==> src/rtl/game_countdown_timer_pkg.sv <==
// Shared types and helpers for the BCD M:SS game round timer.
package game_timer_pkg;

  typedef enum logic [1:0] {
    IDLE    = 2'd0,
    RUNNING = 2'd1,
    PAUSED  = 2'd2,
    EXPIRED = 2'd3
  } timer_state_t;

  localparam int BCD_MAX_ONES = 9;
  localparam int BCD_MAX_TENS = 5;

  function automatic logic bcd_is_zero(input logic [3:0] min_d,
                                       input logic [2:0] tens_d,
                                       input logic [3:0] ones_d);
    return (min_d == 4'd0) && (tens_d == 3'd0) && (ones_d == 4'd0);
  endfunction

endpackage

==> src/rtl/game_countdown_timer_if.sv <==
// Control inputs and display/status outputs of the round timer.
interface game_countdown_timer_if;
  logic       one_sec;
  logic       load;
  logic [3:0] preset_min;
  logic [2:0] preset_tens;
  logic [3:0] preset_ones;
  logic       start;
  logic       pause;
  logic [3:0] min_digit;
  logic [2:0] sec_tens;
  logic [3:0] sec_ones;
  logic       running;
  logic       warning;
  logic       expired;
  logic       time_up;

  modport master (
    output one_sec, load, preset_min, preset_tens, preset_ones, start, pause,
    input  min_digit, sec_tens, sec_ones, running, warning, expired, time_up
  );

  modport slave (
    input  one_sec, load, preset_min, preset_tens, preset_ones, start, pause,
    output min_digit, sec_tens, sec_ones, running, warning, expired, time_up
  );
endinterface

==> src/rtl/game_countdown_timer_bcd_down_digit.sv <==
// One BCD down-counting digit; wraps 0->MAX and raises borrow_out to the next digit.
module bcd_down_digit #(
  parameter int MAX       = 9,
  parameter int WIDTH     = 4,
  parameter int RESET_VAL = 0
) (
  input  logic             clk,
  input  logic             resetN,
  input  logic             dec_en,
  input  logic             load,
  input  logic [WIDTH-1:0] load_val,
  output logic [WIDTH-1:0] digit,
  output logic [WIDTH-1:0] digit_next,
  output logic             borrow_out
);

  logic [WIDTH-1:0] digit_reg;

  // digit_next is exported so the parent can judge expiry/warning on the new value
  always_comb begin
    digit_next = digit_reg;
    if (load)
      digit_next = load_val;
    else if (dec_en)
      digit_next = (digit_reg == '0) ? WIDTH'(MAX) : digit_reg - 1'b1;
  end

  always_ff @(posedge clk or negedge resetN) begin
    if (!resetN)
      digit_reg <= WIDTH'(RESET_VAL);
    else
      digit_reg <= digit_next;
  end

  assign borrow_out = dec_en & ~load & (digit_reg == '0);
  assign digit      = digit_reg;

endmodule

==> src/rtl/game_countdown_timer.sv <==
// BCD M:SS countdown driven by the 1 Hz one_sec tick, with load/start/pause control.
module game_countdown_timer
  import game_timer_pkg::*;
#(
  parameter int DEFAULT_MIN = 3,
  parameter int DEFAULT_SEC = 0,
  parameter int MAX_MIN     = 9,
  parameter int WARN_SEC    = 10
) (
  input  logic                   clk,
  input  logic                   resetN,
  game_countdown_timer_if.slave  tif
);

  localparam logic [1:0] ST_IDLE    = IDLE;
  localparam logic [1:0] ST_RUNNING = RUNNING;
  localparam logic [1:0] ST_PAUSED  = PAUSED;
  localparam logic [1:0] ST_EXPIRED = EXPIRED;

  logic [1:0] state_reg, state_next;
  logic       tick_d_reg;
  logic       tick_rise;
  logic       dec_en;
  logic       expired_next, warning_next;
  logic       running_reg, warning_reg, expired_reg, time_up_reg;

  logic [3:0] load_min, load_ones;
  logic [2:0] load_tens;
  logic [3:0] min_cur, min_next, ones_cur, ones_next;
  logic [2:0] tens_cur, tens_next;
  logic       ones_borrow, tens_borrow, min_borrow;
  logic [6:0] next_secs;

  assign tick_rise = tif.one_sec & ~tick_d_reg;

  // A tick is dropped whenever a higher-priority control is present this cycle
  assign dec_en = (state_reg == ST_RUNNING) & tick_rise & ~tif.load & ~tif.pause;

  always_comb begin
    load_min  = (tif.preset_min  > 4'(MAX_MIN))      ? 4'(MAX_MIN)      : tif.preset_min;
    load_tens = (tif.preset_tens > 3'(BCD_MAX_TENS)) ? 3'(BCD_MAX_TENS) : tif.preset_tens;
    load_ones = (tif.preset_ones > 4'(BCD_MAX_ONES)) ? 4'(BCD_MAX_ONES) : tif.preset_ones;
  end

  bcd_down_digit #(.MAX(BCD_MAX_ONES), .WIDTH(4), .RESET_VAL(DEFAULT_SEC % 10)) u_ones (
    .clk(clk), .resetN(resetN), .dec_en(dec_en), .load(tif.load), .load_val(load_ones),
    .digit(ones_cur), .digit_next(ones_next), .borrow_out(ones_borrow)
  );

  bcd_down_digit #(.MAX(BCD_MAX_TENS), .WIDTH(3), .RESET_VAL(DEFAULT_SEC / 10)) u_tens (
    .clk(clk), .resetN(resetN), .dec_en(ones_borrow), .load(tif.load), .load_val(load_tens),
    .digit(tens_cur), .digit_next(tens_next), .borrow_out(tens_borrow)
  );

  // Minutes never wrap in practice: RUNNING is never entered at 0:00
  bcd_down_digit #(.MAX(MAX_MIN), .WIDTH(4), .RESET_VAL(DEFAULT_MIN)) u_min (
    .clk(clk), .resetN(resetN), .dec_en(tens_borrow), .load(tif.load), .load_val(load_min),
    .digit(min_cur), .digit_next(min_next), .borrow_out(min_borrow)
  );

  always_comb begin
    state_next   = state_reg;
    expired_next = 1'b0;
    if (tif.load) begin
      state_next = ST_IDLE;
    end else if (tif.start && (state_reg == ST_IDLE || state_reg == ST_PAUSED)) begin
      if (bcd_is_zero(min_cur, tens_cur, ones_cur)) begin
        state_next   = ST_EXPIRED;
        expired_next = 1'b1;
      end else begin
        state_next = ST_RUNNING;
      end
    end else if (tif.pause && state_reg == ST_RUNNING) begin
      state_next = ST_PAUSED;
    end else if (dec_en && bcd_is_zero(min_next, tens_next, ones_next)) begin
      state_next   = ST_EXPIRED;
      expired_next = 1'b1;
    end
  end

  assign next_secs = {4'b0000, tens_next} * 7'd10 + {3'b000, ones_next};

  always_comb begin
    warning_next = (state_next == ST_RUNNING || state_next == ST_PAUSED) &&
                   (min_next == 4'd0) && (next_secs != 7'd0) &&
                   (next_secs <= 7'(WARN_SEC));
  end

  always_ff @(posedge clk or negedge resetN) begin
    if (!resetN) begin
      state_reg   <= ST_IDLE;
      tick_d_reg  <= 1'b0;
      running_reg <= 1'b0;
      warning_reg <= 1'b0;
      expired_reg <= 1'b0;
      time_up_reg <= 1'b0;
    end else begin
      state_reg   <= state_next;
      tick_d_reg  <= tif.one_sec;
      running_reg <= (state_next == ST_RUNNING);
      warning_reg <= warning_next;
      expired_reg <= expired_next;
      time_up_reg <= (state_next == ST_EXPIRED);
    end
  end

  assign tif.min_digit = min_cur;
  assign tif.sec_tens  = tens_cur;
  assign tif.sec_ones  = ones_cur;
  assign tif.running   = running_reg;
  assign tif.warning   = warning_reg;
  assign tif.expired   = expired_reg;
  assign tif.time_up   = time_up_reg;

endmodule

==> src/flat_wrapper.sv <==
// flat-port wrapper written by rule: the top's interface ports become plain ports
module game_countdown_timer_flat import game_timer_pkg::*;
#(
  parameter int DEFAULT_MIN = 3,
  parameter int DEFAULT_SEC = 0,
  parameter int MAX_MIN     = 9,
  parameter int WARN_SEC    = 10
)
  (clk, resetN, tif_one_sec, tif_load, tif_preset_min, tif_preset_tens, tif_preset_ones, tif_start, tif_pause, tif_min_digit, tif_sec_tens, tif_sec_ones, tif_running, tif_warning, tif_expired, tif_time_up);
  game_countdown_timer_if tif_i ();
  input  logic clk;
  input  logic resetN;
  input wire logic [$bits(tif_i.one_sec)-1:0] tif_one_sec;
  input wire logic [$bits(tif_i.load)-1:0] tif_load;
  input wire logic [$bits(tif_i.preset_min)-1:0] tif_preset_min;
  input wire logic [$bits(tif_i.preset_tens)-1:0] tif_preset_tens;
  input wire logic [$bits(tif_i.preset_ones)-1:0] tif_preset_ones;
  input wire logic [$bits(tif_i.start)-1:0] tif_start;
  input wire logic [$bits(tif_i.pause)-1:0] tif_pause;
  output wire logic [$bits(tif_i.min_digit)-1:0] tif_min_digit;
  output wire logic [$bits(tif_i.sec_tens)-1:0] tif_sec_tens;
  output wire logic [$bits(tif_i.sec_ones)-1:0] tif_sec_ones;
  output wire logic [$bits(tif_i.running)-1:0] tif_running;
  output wire logic [$bits(tif_i.warning)-1:0] tif_warning;
  output wire logic [$bits(tif_i.expired)-1:0] tif_expired;
  output wire logic [$bits(tif_i.time_up)-1:0] tif_time_up;
  assign tif_i.one_sec = tif_one_sec;
  assign tif_i.load = tif_load;
  assign tif_i.preset_min = tif_preset_min;
  assign tif_i.preset_tens = tif_preset_tens;
  assign tif_i.preset_ones = tif_preset_ones;
  assign tif_i.start = tif_start;
  assign tif_i.pause = tif_pause;
  assign tif_min_digit = tif_i.min_digit;
  assign tif_sec_tens = tif_i.sec_tens;
  assign tif_sec_ones = tif_i.sec_ones;
  assign tif_running = tif_i.running;
  assign tif_warning = tif_i.warning;
  assign tif_expired = tif_i.expired;
  assign tif_time_up = tif_i.time_up;
  game_countdown_timer #(.DEFAULT_MIN(DEFAULT_MIN), .DEFAULT_SEC(DEFAULT_SEC), .MAX_MIN(MAX_MIN), .WARN_SEC(WARN_SEC)) u_core (.clk(clk), .resetN(resetN), .tif(tif_i));
endmodule
==> config.mk <==
export PLATFORM = sky130hd
export DESIGN_NAME = game_countdown_timer_flat
export DESIGN_NICKNAME = d
export VERILOG_FILES = /design/src/rtl/game_countdown_timer_pkg.sv /design/src/rtl/game_countdown_timer_if.sv /design/src/rtl/game_countdown_timer_bcd_down_digit.sv /design/src/rtl/game_countdown_timer.sv /design/src/flat_wrapper.sv
export SDC_FILE = /design/constraint.sdc
export NUM_CORES = 1
export LEC_CHECK = 0
export BUFFER_PORTS_ARGS = -buffer_cell sky130_fd_sc_hd__clkbuf_2
export CORE_MARGIN = 3
export CORE_UTILIZATION = 55
export CTS_CLUSTER_DIAMETER = 150
export DETAILED_ROUTE_END_ITERATION = 12
export PLACE_DENSITY = 0.86
export SETUP_SLACK_MARGIN = 0.1
export SLEW_MARGIN = 20
export SYNTH_ARGS = -nofsm -noshare
export SYNTH_HDL_FRONTEND = slang
export SYNTH_HIERARCHICAL = 1
export SYNTH_SLANG_ARGS = --single-unit
==> constraint.sdc <==
create_clock -name clk -period 5.3 [get_ports clk]
set_clock_uncertainty 0.1 [all_clocks]
set_input_delay 0.53 -clock clk [delete_from_list [all_inputs] [get_ports clk]]
set_output_delay 0.53 -clock clk [all_outputs]
set_load 0.03 [all_outputs]
==> results of run 1 <==
metrics by stage:
stage / instance area, µm² / total power, W / instances / setup WS, ps / util, %
3_3_place_gp: 1460 / 0.000268 / 185 / 1370 / 69.9
4_1_cts: 1480 / 0.000344 / 189 / 1240 / 71.2
2_1_floorplan: 1290 / 0.000240 / 131 / 1730 / -
3_5_place_dp: 1460 / 0.000275 / 185 / 1100 / 69.9
5_1_grt: 1480 / 0.000364 / 189 / 958 / 71.2
6_report: 1480 / 0.000342 / 189 / 1170 / 71.2
layout by cell type (no fill, tap or decap), types with 2 or more instances in the layout:
master	Yosys	final
a211oi_1	2	2
nor3b_1	6	6
clkbuf_4	0	3
nor2_1	5	5
a221o_1	2	2
nor4b_2	2	2
dfstp_2	2	2
nand2b_1	6	6
a211o_2	2	2
a21o_1	2	2
clkbuf_2	0	31
nor2b_1	8	8
xnor2_1	2	2
nand3b_1	2	2
a21oi_1	7	7
nand3_1	4	4
o21ai_0	10	10
inv_1	6	6
dfrtp_1	16	16
ha_1	10	10
nand2_1	7	7
nor3b_2	4	4
nor4_1	3	3
o21ai_2	2	2
worst reg2reg max path, stage by stage (launching register included):
cell and delay, ps:
dfrtp_1 400, nor2b_1 180, and4b_1 320, nor4b_2 280, nor3b_2 440, and3b_1 290, nor4b_2 260, nor3b_1 80
a211o_2 280, nor4_1 420, a32o_2 280, o21ai_0 80, ha_1 280, nand3b_1 150, a211oi_1 210
power by group through the flow:
stage | clock network (W) | logic (W) | registers [W]
2_1_floorplan | 0 | 0.0000582 | 0.000182
3_3_place_gp | 0 | 0.000104 | 0.000165
3_5_place_dp | 0 | 0.000109 | 0.000166
4_1_cts | 0.0000708 | 0.000109 | 0.000163
5_1_grt | 0.0000763 | 0.000122 | 0.000166
6_report | 0.0000701 | 0.000109 | 0.000163
final cells by class:
class	count	area, µm²
Multi-Input combinational cell	102	783
Fill cell	166	601
Sequential cell	18	453
Timing Repair Buffer	32	163
Tap cell	27	33.8
Clock buffer	4	26.3
Inverter	6	22.5
cell families after synthesis:
group	after synthesis	synth area share, %
flops	18	35.0
xor+xnor	3	2.03
simple gates	56	30.5
buf+inv	11	4.36
fa+ha+maj	11	11.2
compound gates	31	16.0
mux	1	0.871
worst paths after layout:
path,startpoint,end,slack (ps),cells past startpoint
worst max-delay path,u_core/state_reg[0]$_DFF_PN0_,u_core/tif.warning$_DFF_PN0_,1170,14
worst min-delay path,resetN,u_core/u_min/digit[2]$_DFF_PN0_,50,1
worst max register to register,u_core/state_reg[0]$_DFF_PN0_,u_core/tif.warning$_DFF_PN0_,1170,14
worst min register to register,u_core/u_min/digit[1]$_DFF_PN1_,u_core/u_min/digit[1]$_DFF_PN1_,540,2
max in group asynchronous,resetN,u_core/u_min/digit[0]$_DFF_PN1_,4710,1
min in group clk,tif_one_sec,u_core/tick_d_reg$_DFF_PN0_,260,1
layer usage:
metal  vias up  part of all wire (%)  track usage, %
li1        546                     -               -
met1       522                    42            26.3
met2        31                    52            37.3
met3         4                   4.1            2.18
met4         0                   1.0            8.71
met5         -                     0               0
cell usage after synthesis (3+ instances only):
cell       n
nand2b_1   6
nor3b_1    6
ha_1      10
nand2_1    7
a21oi_1    7
nor4_1     3
dfrtp_1   16
nor3b_2    4
clkbuf_1   3
inv_1      6
nand3_1    4
nor2b_1    8
o21ai_0   10
nor2_1     5
==> results.cfg, run 1 <==
[power_and_ir_drop]
seq_power_share_pct = 47.8
cellInternalPower_w = 0.000221
p_leak_nw = 0.683
p_sw_share_pct = 35.5
power.switching_w = 0.000122
powerDensity_nw_per_um2 = 231
p_comb_share_pct = 31.8
pwr-share-clk_pct = 20.5
irDropWorstVdd_v = 0.000166

[synthesis]
synthDistinctLibCells = 40
synth_top_area_share_pct = 31.0
ys_top_cells_by_area = dfrtp_1 31%, ha_1 9.7%, dfstp_2 4.1%
yosys_warnings = 6
synth_flop_cell = dfrtp_1
ys_seq_elements = 18
syn_nets = 159
synth_edf_count = 0
netlist.top_cell.by_area = dfrtp_1
ys_seq_area_share_pct = 35.0
syn_inst = 131
async_flop_share_pct = 100
synth.avg_cell_area_um2 = 9.87
syn_area_um2 = 1290

[worst_setup_path]
critPathBufInv = 0
critPathKind = reg -> reg
worst_path_most_repeated_cell = nor4b_2
start_kind = register
required_ps = 5400
cp-end-kind = register
max_stage_delay_ps = 440
cp_top_family = simple AND/OR/NAND/NOR gates
cp_cell_sequence = nor2b_1, and4b_1, nor4b_2, nor3b_2, and3b_1, nor4b_2, nor3b_1, a211o_2, nor4_1, a32o_2, o21ai_0, ha_1, nand3b_1, a211oi_1
crit_path_top_delay_cell = nor3b_2
path_max_fanout = 7
cp.arrival_ps = 4230

[timing]
period_share_pct = 77.9
tns_ps = 0
setup_viol_count_final = 0
hold_viol_final = 0
report.final.slew_viol_count = 0
rsz0062_at_grt = false
fmax_mhz = 242
tightest_slew_ps = 625
fin_crit_ps = 4130
maxSlewHeadroom_pct = 57.9
worst_hold_slack_ps = 50.8

[route]
routed_wl_mm = 2.79
routedWlPerCell_um = 14.8
drc = 0
avgViaCountPerCell = 5.84
drtIter0Drc = 27
ant_nets = 0
vias = 1103
firstDrtPassIters = 4

[grt]
grt_overflow = 0
grt_antenna_before_repair = 0
grt_pass1_wl_mm = 4.55
grt_pass1_vias = 1055
grt_max_degree = 30
track_usage_pct = 21.2

[placed_design]
post-dp-hpwl_mm = 2.25
place_congestion = 0.775
port_buffers = 31

[min_path]
hp-class = in -> async

[clock_tree]
cts.htree.levels = 1
clk-insertion-delay-late_ps = 290
root_buffer = clkbuf_4
clockBufferDepth = 2
clkTransAtPathRegs_ps = 100
cts-hold-fix-buffers = 0
clock-sinks = 18
cts_tree = built
postCtsSetupRepairBufs = 0
cts_buffers = 3
post_cts_resized = 0

[cells_and_area]
synthToLayoutAreaGrowth_pct = 14.6
drive_gt1_share_pct = 31.5
nets = 191
diodes = 0

[floorplan]
die_w_um = 54.5
num_rows = 16
num_io_pins = 32
dieArea_um2 = 2970
initial_core_util_pct = 62.1
core_um2 = 2080
chipHeight_um = 54.5

[status]
status = finished clean

[flow_run]
drv_cap = 0
Power figures use the tool's default switching activity.
==> inputs of run 2 (changes only) <==
Settings changed: CORE_UTILIZATION 55 to 47, PLACE_DENSITY 0.86 to 0.79.
Clock period 5.3 ns to 3.7 ns, I/O delays scaled along.
==> run 2 against run 1 <==
  * Sequential power is 45% higher
  * Combinational power up 68%
  * Die area is 15% higher
  * Critical path depth shrank 1
  * Wire length up 18%
  * Maximum frequency increased by 14%
  * Count of clock-buffer cells in the layout unchanged
  * First-iteration DRC count grew 110%
  * Non-clock buffer count grew 8
  * Power grew 57%
  * Flip-flop and latch count unchanged
  * Critical path type unchanged
  * Critical endpoint unchanged
==> results.cfg, run 2 (synthesis results as in run 1) <==
[clock_tree]
clock-sinks = 18
clk-insertion-delay-late_ps = 290
clockBufferDepth = 2
clkTransAtPathRegs_ps = 100
cts_buffers = 3
cts.htree.levels = 1
root_buffer = clkbuf_4
cts_tree = built

[floorplan]
dieArea_um2 = 3420
num_rows = 18
chipHeight_um = 58.4
die_w_um = 58.4
initial_core_util_pct = 50.8
num_io_pins = 32
core_um2 = 2540

[power_and_ir_drop]
p_leak_nw = 0.742
p_comb_share_pct = 34.0
pwr-share-clk_pct = 22.1
powerDensity_nw_per_um2 = 327
finalPower_w = 0.000537
seq_power_share_pct = 44.0
p_sw_share_pct = 35.6
irDropWorstVdd_v = 0.000201
cellInternalPower_w = 0.000346
power.switching_w = 0.000191

[cells_and_area]
layout_common_cells = 31 x clkbuf_2, 16 x dfrtp_1, 9 x ha_1
drive_gt1_share_pct = 40.0
final_common_cell = clkbuf_2
fin_util_pct = 64.5
nFillCells = 220
nets = 199
synthToLayoutAreaGrowth_pct = 27.0
diodes = 0

[worst_setup_path]
start_kind = register
cp-end-kind = register
required_ps = 3810
max_stage_delay_ps = 430
crit_path_top_delay_cell = or4_1
cp.arrival_ps = 3740
rrSetupSlack_ps = 70
cp_cell_sequence = nor2b_2, and4b_1, nor4b_4, nor3b_4, buf_6, mux2_2, o21ai_2, ha_4, ha_1, a21oi_1, nand2_1, or4_1, a211oi_2
cp_top_family = simple AND/OR/NAND/NOR gates
r2r_cells = 13
r2r-start = u_core/state_reg[1]$_DFF_PN0_
r2r-end = u_core/tif.warning$_DFF_PN0_
path_max_fanout = 4
critPathBufInv = 1
critPathKind = reg -> reg

[route]
vias = 1173
drtIter0Drc = 56
avgViaCountPerCell = 5.87
firstDrtPassIters = 4
ant_nets = 0
drc = 0
routed_wl_mm = 3.28
routedWlPerCell_um = 16.4

[grt]
grt_pass1_wl_mm = 5.21
grt_antenna_before_repair = 0
grt_overflow = 0
grt_pass1_vias = 1161
grt_max_degree = 30
track_usage_pct = 19.6

[timing]
maxSlewHeadroom_pct = 57.8
report.final.slew_viol_count = 0
hold_viol_final = 0
tightest_slew_ps = 627
tns_ps = 0
worst_hold_slack_ps = 106
fin_crit_ps = 3630
rsz0062_at_grt = true
fmax_mhz = 275
period_share_pct = 98.2
setup_viol_count_final = 0

[min_path]
min_to = u_core/tick_d_reg$_DFF_PN0_
hp-class = in -> reg
min_path_cells = 1
hp-start = tif_one_sec

[placed_design]
place_congestion = 0.873
post-dp-hpwl_mm = 2.38
port_buffers = 31

[status]
status = finished clean

[flow_run]
drv_cap = 0
-- run 2: changes by cell type in the layout (fill, tap and decap cells not counted), moves of 2 or more --
cell,previous run,this run
buf_4,1,7
nor4b_2,2,0
nor4b_4,0,2
o21ai_2,2,4
nor4_4,0,2
o21ai_0,10,8
-- run 2: cell type report --
cell class / instances / area (µm²) / share of cell area (%)
Multi-Input combinational cell: 102 / 863 / 52.6
Sequential cell: 18 / 453 / 27.6
Timing Repair Buffer: 40 / 229 / 13.9
Tap cell: 30 / 37.5 / 2.29
Clock buffer: 4 / 36.3 / 2.21
Inverter: 6 / 22.5 / 1.37
-- run 2: repair_timing --
action,in CTS,in global routing
hold buffers,1,0
setup endpoints to repair,1,1
setup buffers,1,1
cloned,0,0
hold endpoints to repair,16,0
pin swaps,0,3
gates resized for setup,4,13
-- run 2: through the flow --
step | instance area [µm²] | worst slack, ps | cells
after global routing | 1640 | -103 | 200
after global placement | 1500 | 147 | 193
after floorplan | 1290 | 229 | 131
after CTS | 1580 | 102 | 199
after detailed placement | 1500 | -80.7 | 193
final | 1640 | 67.1 | 200
-- run 2: how the worst max path moves through the flow --
stage | slack, ps | start | cells past startpoint | end
after floorplan | 230 | u_core/state_reg[0]$_DFF_PN0_ | 14 | u_core/tif.warning$_DFF_PN0_
after global placement | 150 | tif_load | 15 | u_core/tif.warning$_DFF_PN0_
after detailed placement | -80 | tif_pause | 15 | u_core/tif.warning$_DFF_PN0_
after CTS | 100 | u_core/state_reg[1]$_DFF_PN0_ | 15 | u_core/tif.warning$_DFF_PN0_
after global routing | -100 | u_core/state_reg[1]$_DFF_PN0_ | 13 | u_core/tif.warning$_DFF_PN0_
final | 70 | u_core/state_reg[1]$_DFF_PN0_ | 13 | u_core/tif.warning$_DFF_PN0_
-- run 2: power groups by stage --
stage | registers [W] | logic (W) | clock network [W]
after floorplan | 0.000260 | 0.0000833 | 0
after global placement | 0.000237 | 0.000154 | 0
after detailed placement | 0.000238 | 0.000162 | 0
after CTS | 0.000235 | 0.000169 | 0.000121
after global routing | 0.000240 | 0.000199 | 0.000131
final | 0.000236 | 0.000183 | 0.000119
-- run 2: metal layers --
layer | vias up | track usage [%] | part of all wire (%)
met5 | - | 0 | 0
met4 | 0 | 7.62 | 2.0
met3 | 8 | 2.19 | 4.7
met2 | 39 | 35.1 | 51
met1 | 568 | 24.0 | 42
li1 | 558 | - | -
==> inputs of run 3 (changes only) <==
Settings changed: CORE_UTILIZATION 47 to 45, CTS_BUF_LIST from default to sky130_fd_sc_hd__clkbuf_8, MAX_ROUTING_LAYER from default to met4, PLACE_DENSITY 0.79 to 0.76.
==> run 3 against run 2 <==
  * Via count rose by 0.85%
  * Count of clock-buffer cells in the layout did not move
  * Critical path depth rose by 1
  * Non-clock buffer count rose by 5
  * First-iteration DRC count rose by 36%
  * Combinational power rose by 5%
  * Clock power rose by 29%
==> results.cfg, run 3 (synthesis results as in run 1) <==
[status]
status = finished clean

[worst_setup_path]
required_ps = 3770
rrSetupSlack_ps = 120
max_stage_delay_ps = 560
cp-end-kind = register
worst_path_most_repeated_cell = buf_4
path_max_fanout = 4
critPathKind = reg -> reg
cp.arrival_ps = 3650
crit_path_top_delay_cell = or4_4
start_kind = register
cp_cell_sequence = nor2b_2, and4b_1, nor4b_4, nor3b_4, buf_4, buf_4, a211o_4, or4_4, nor4_4, a32o_2, o21ai_1, ha_1, nand3b_1, a211oi_2

[route]
avgViaCountPerCell = 5.77
ant_nets = 0
drtIter0Drc = 76
drc = 0
vias = 1183
routedWlPerCell_um = 16.3
firstDrtPassIters = 4
routed_wl_mm = 3.34

[min_path]
hp-class = in -> reg

[power_and_ir_drop]
finalPower_w = 0.000584
p_leak_nw = 0.777
irDropWorstVdd_v = 0.000220
powerDensity_nw_per_um2 = 339

[placed_design]
port_buffers = 31
post-dp-hpwl_mm = 2.34
place_area_um2 = 1510
place_congestion = 0.907

[timing]
fmax_mhz = 279
maxSlewHeadroom_pct = 54.5
fin_crit_ps = 3580
rsz0062_at_grt = true
report.final.slew_viol_count = 0
setup_viol_count_final = 0
period_share_pct = 96.8
tightest_slew_ps = 675
tns_ps = 0
worst_hold_slack_ps = 145
hold_viol_final = 0

[clock_tree]
cts.htree.levels = 1
clkTransAtPathRegs_ps = 60
root_buffer = clkbuf_8
clock-sinks = 18
clockBufferDepth = 2
cts_tree = built
cts_buffers = 3
clk-insertion-delay-late_ps = 250

[cells_and_area]
drive_gt1_share_pct = 41.7
diodes = 0
nets = 204
layout_common_cells = 31 x clkbuf_2, 16 x dfrtp_1, 13 x buf_4
final_common_cell = clkbuf_2
nFillCells = 209
fin_area_um2 = 1720
synthToLayoutAreaGrowth_pct = 33.2

[floorplan]
num_rows = 18
num_io_pins = 32
chipHeight_um = 59.6
die_w_um = 59.6
dieArea_um2 = 3550
initial_core_util_pct = 49.5
core_um2 = 2610

[grt]
grt_antenna_before_repair = 0
grt_overflow = 0
track_usage_pct = 19.1
grt_pass1_vias = 1113
grt_pass1_wl_mm = 5.03
grt_max_degree = 30

[flow_run]
drv_cap = 0
[run 3: changes by cell type in the layout (fill, tap and decap cells not counted), moves of 2 or more]
cell	delta
clkbuf_8	+3
buf_4	+6
clkbuf_4	-3
o21ai_2	-2
[run 3: path summary, 6_finish.rpt]
| path | start | to | cells past startpoint |
|---|---|---|---|
| max | u_core/state_reg[0]$_DFF_PN0_ | u_core/tif.warning$_DFF_PN0_ | 14 |
| min | tif_one_sec | u_core/tick_d_reg$_DFF_PN0_ | 1 |
| max reg2reg | u_core/state_reg[0]$_DFF_PN0_ | u_core/tif.warning$_DFF_PN0_ | 14 |
| min reg2reg | u_core/u_min/digit[1]$_DFF_PN1_ | u_core/u_min/digit[1]$_DFF_PN1_ | 2 |
| max in group asynchronous | resetN | u_core/u_min/digit[1]$_DFF_PN1_ | 2 |
| min in group asynchronous | resetN | u_core/tif.expired$_DFF_PN0_ | 2 |
[run 3: cell type report]
| class | count | area, µm² | share of cell area (%) |
|---|---|---|---|
| flip-flops and latches | 18 | 453 | 26.3 |
| inverters | 6 | 22.5 | 1.31 |
| repair buffers | 45 | 263 | 15.3 |
| multi-input cells | 102 | 891 | 51.7 |
| well taps | 30 | 37.5 | 2.18 |
| clock buffers | 4 | 55.1 | 3.20 |
[run 3: routing by layer]
metal	GRT usage, %	share of wire (%)	vias up
li1	-	-	563
met1	24.6	41	577
met2	32.3	53	41
met3	1.31	4.9	2
met4	5.70	0.72	0
met5	-	0	-
[run 3: report_power, final]
group	leakage (nW)	internal [W]	total, W	switching (W)
sequential	0.224	0.000214	0.000237	0.0000229
combinational	0.525	0.0000810	0.000193	0.000112
clock	0.0288	0.0000943	0.000154	0.0000600
total	0.777	0.000389	0.000584	0.000195
[run 3: stage by stage]
step	instances	utilization, %	setup slack [ps]
floorplan	131	-	229
global placement	195	57.9	69.9
detailed placement	195	57.9	-145
CTS	201	61.5	101
global route	205	65.9	-59.7
finish	205	65.9	118
[run 3: repair_timing]
action,CTS,global route
hold buffers,1,0
pin swaps,0,5
buffers inserted,1,4
gates resized for setup,4,14
hold endpoints to repair,16,0
setup endpoints to repair,1,1
[run 3: worst max-delay path: cells and delay by family, from the launching register on]
kind,cells,cell delay (ps)
AND/OR/NAND/NOR,7,1690
AO/OA/AOI/OAI,4,790
adder cells (fa/ha/maj),1,280
buffers and inverters,2,280
flip-flops,1,380
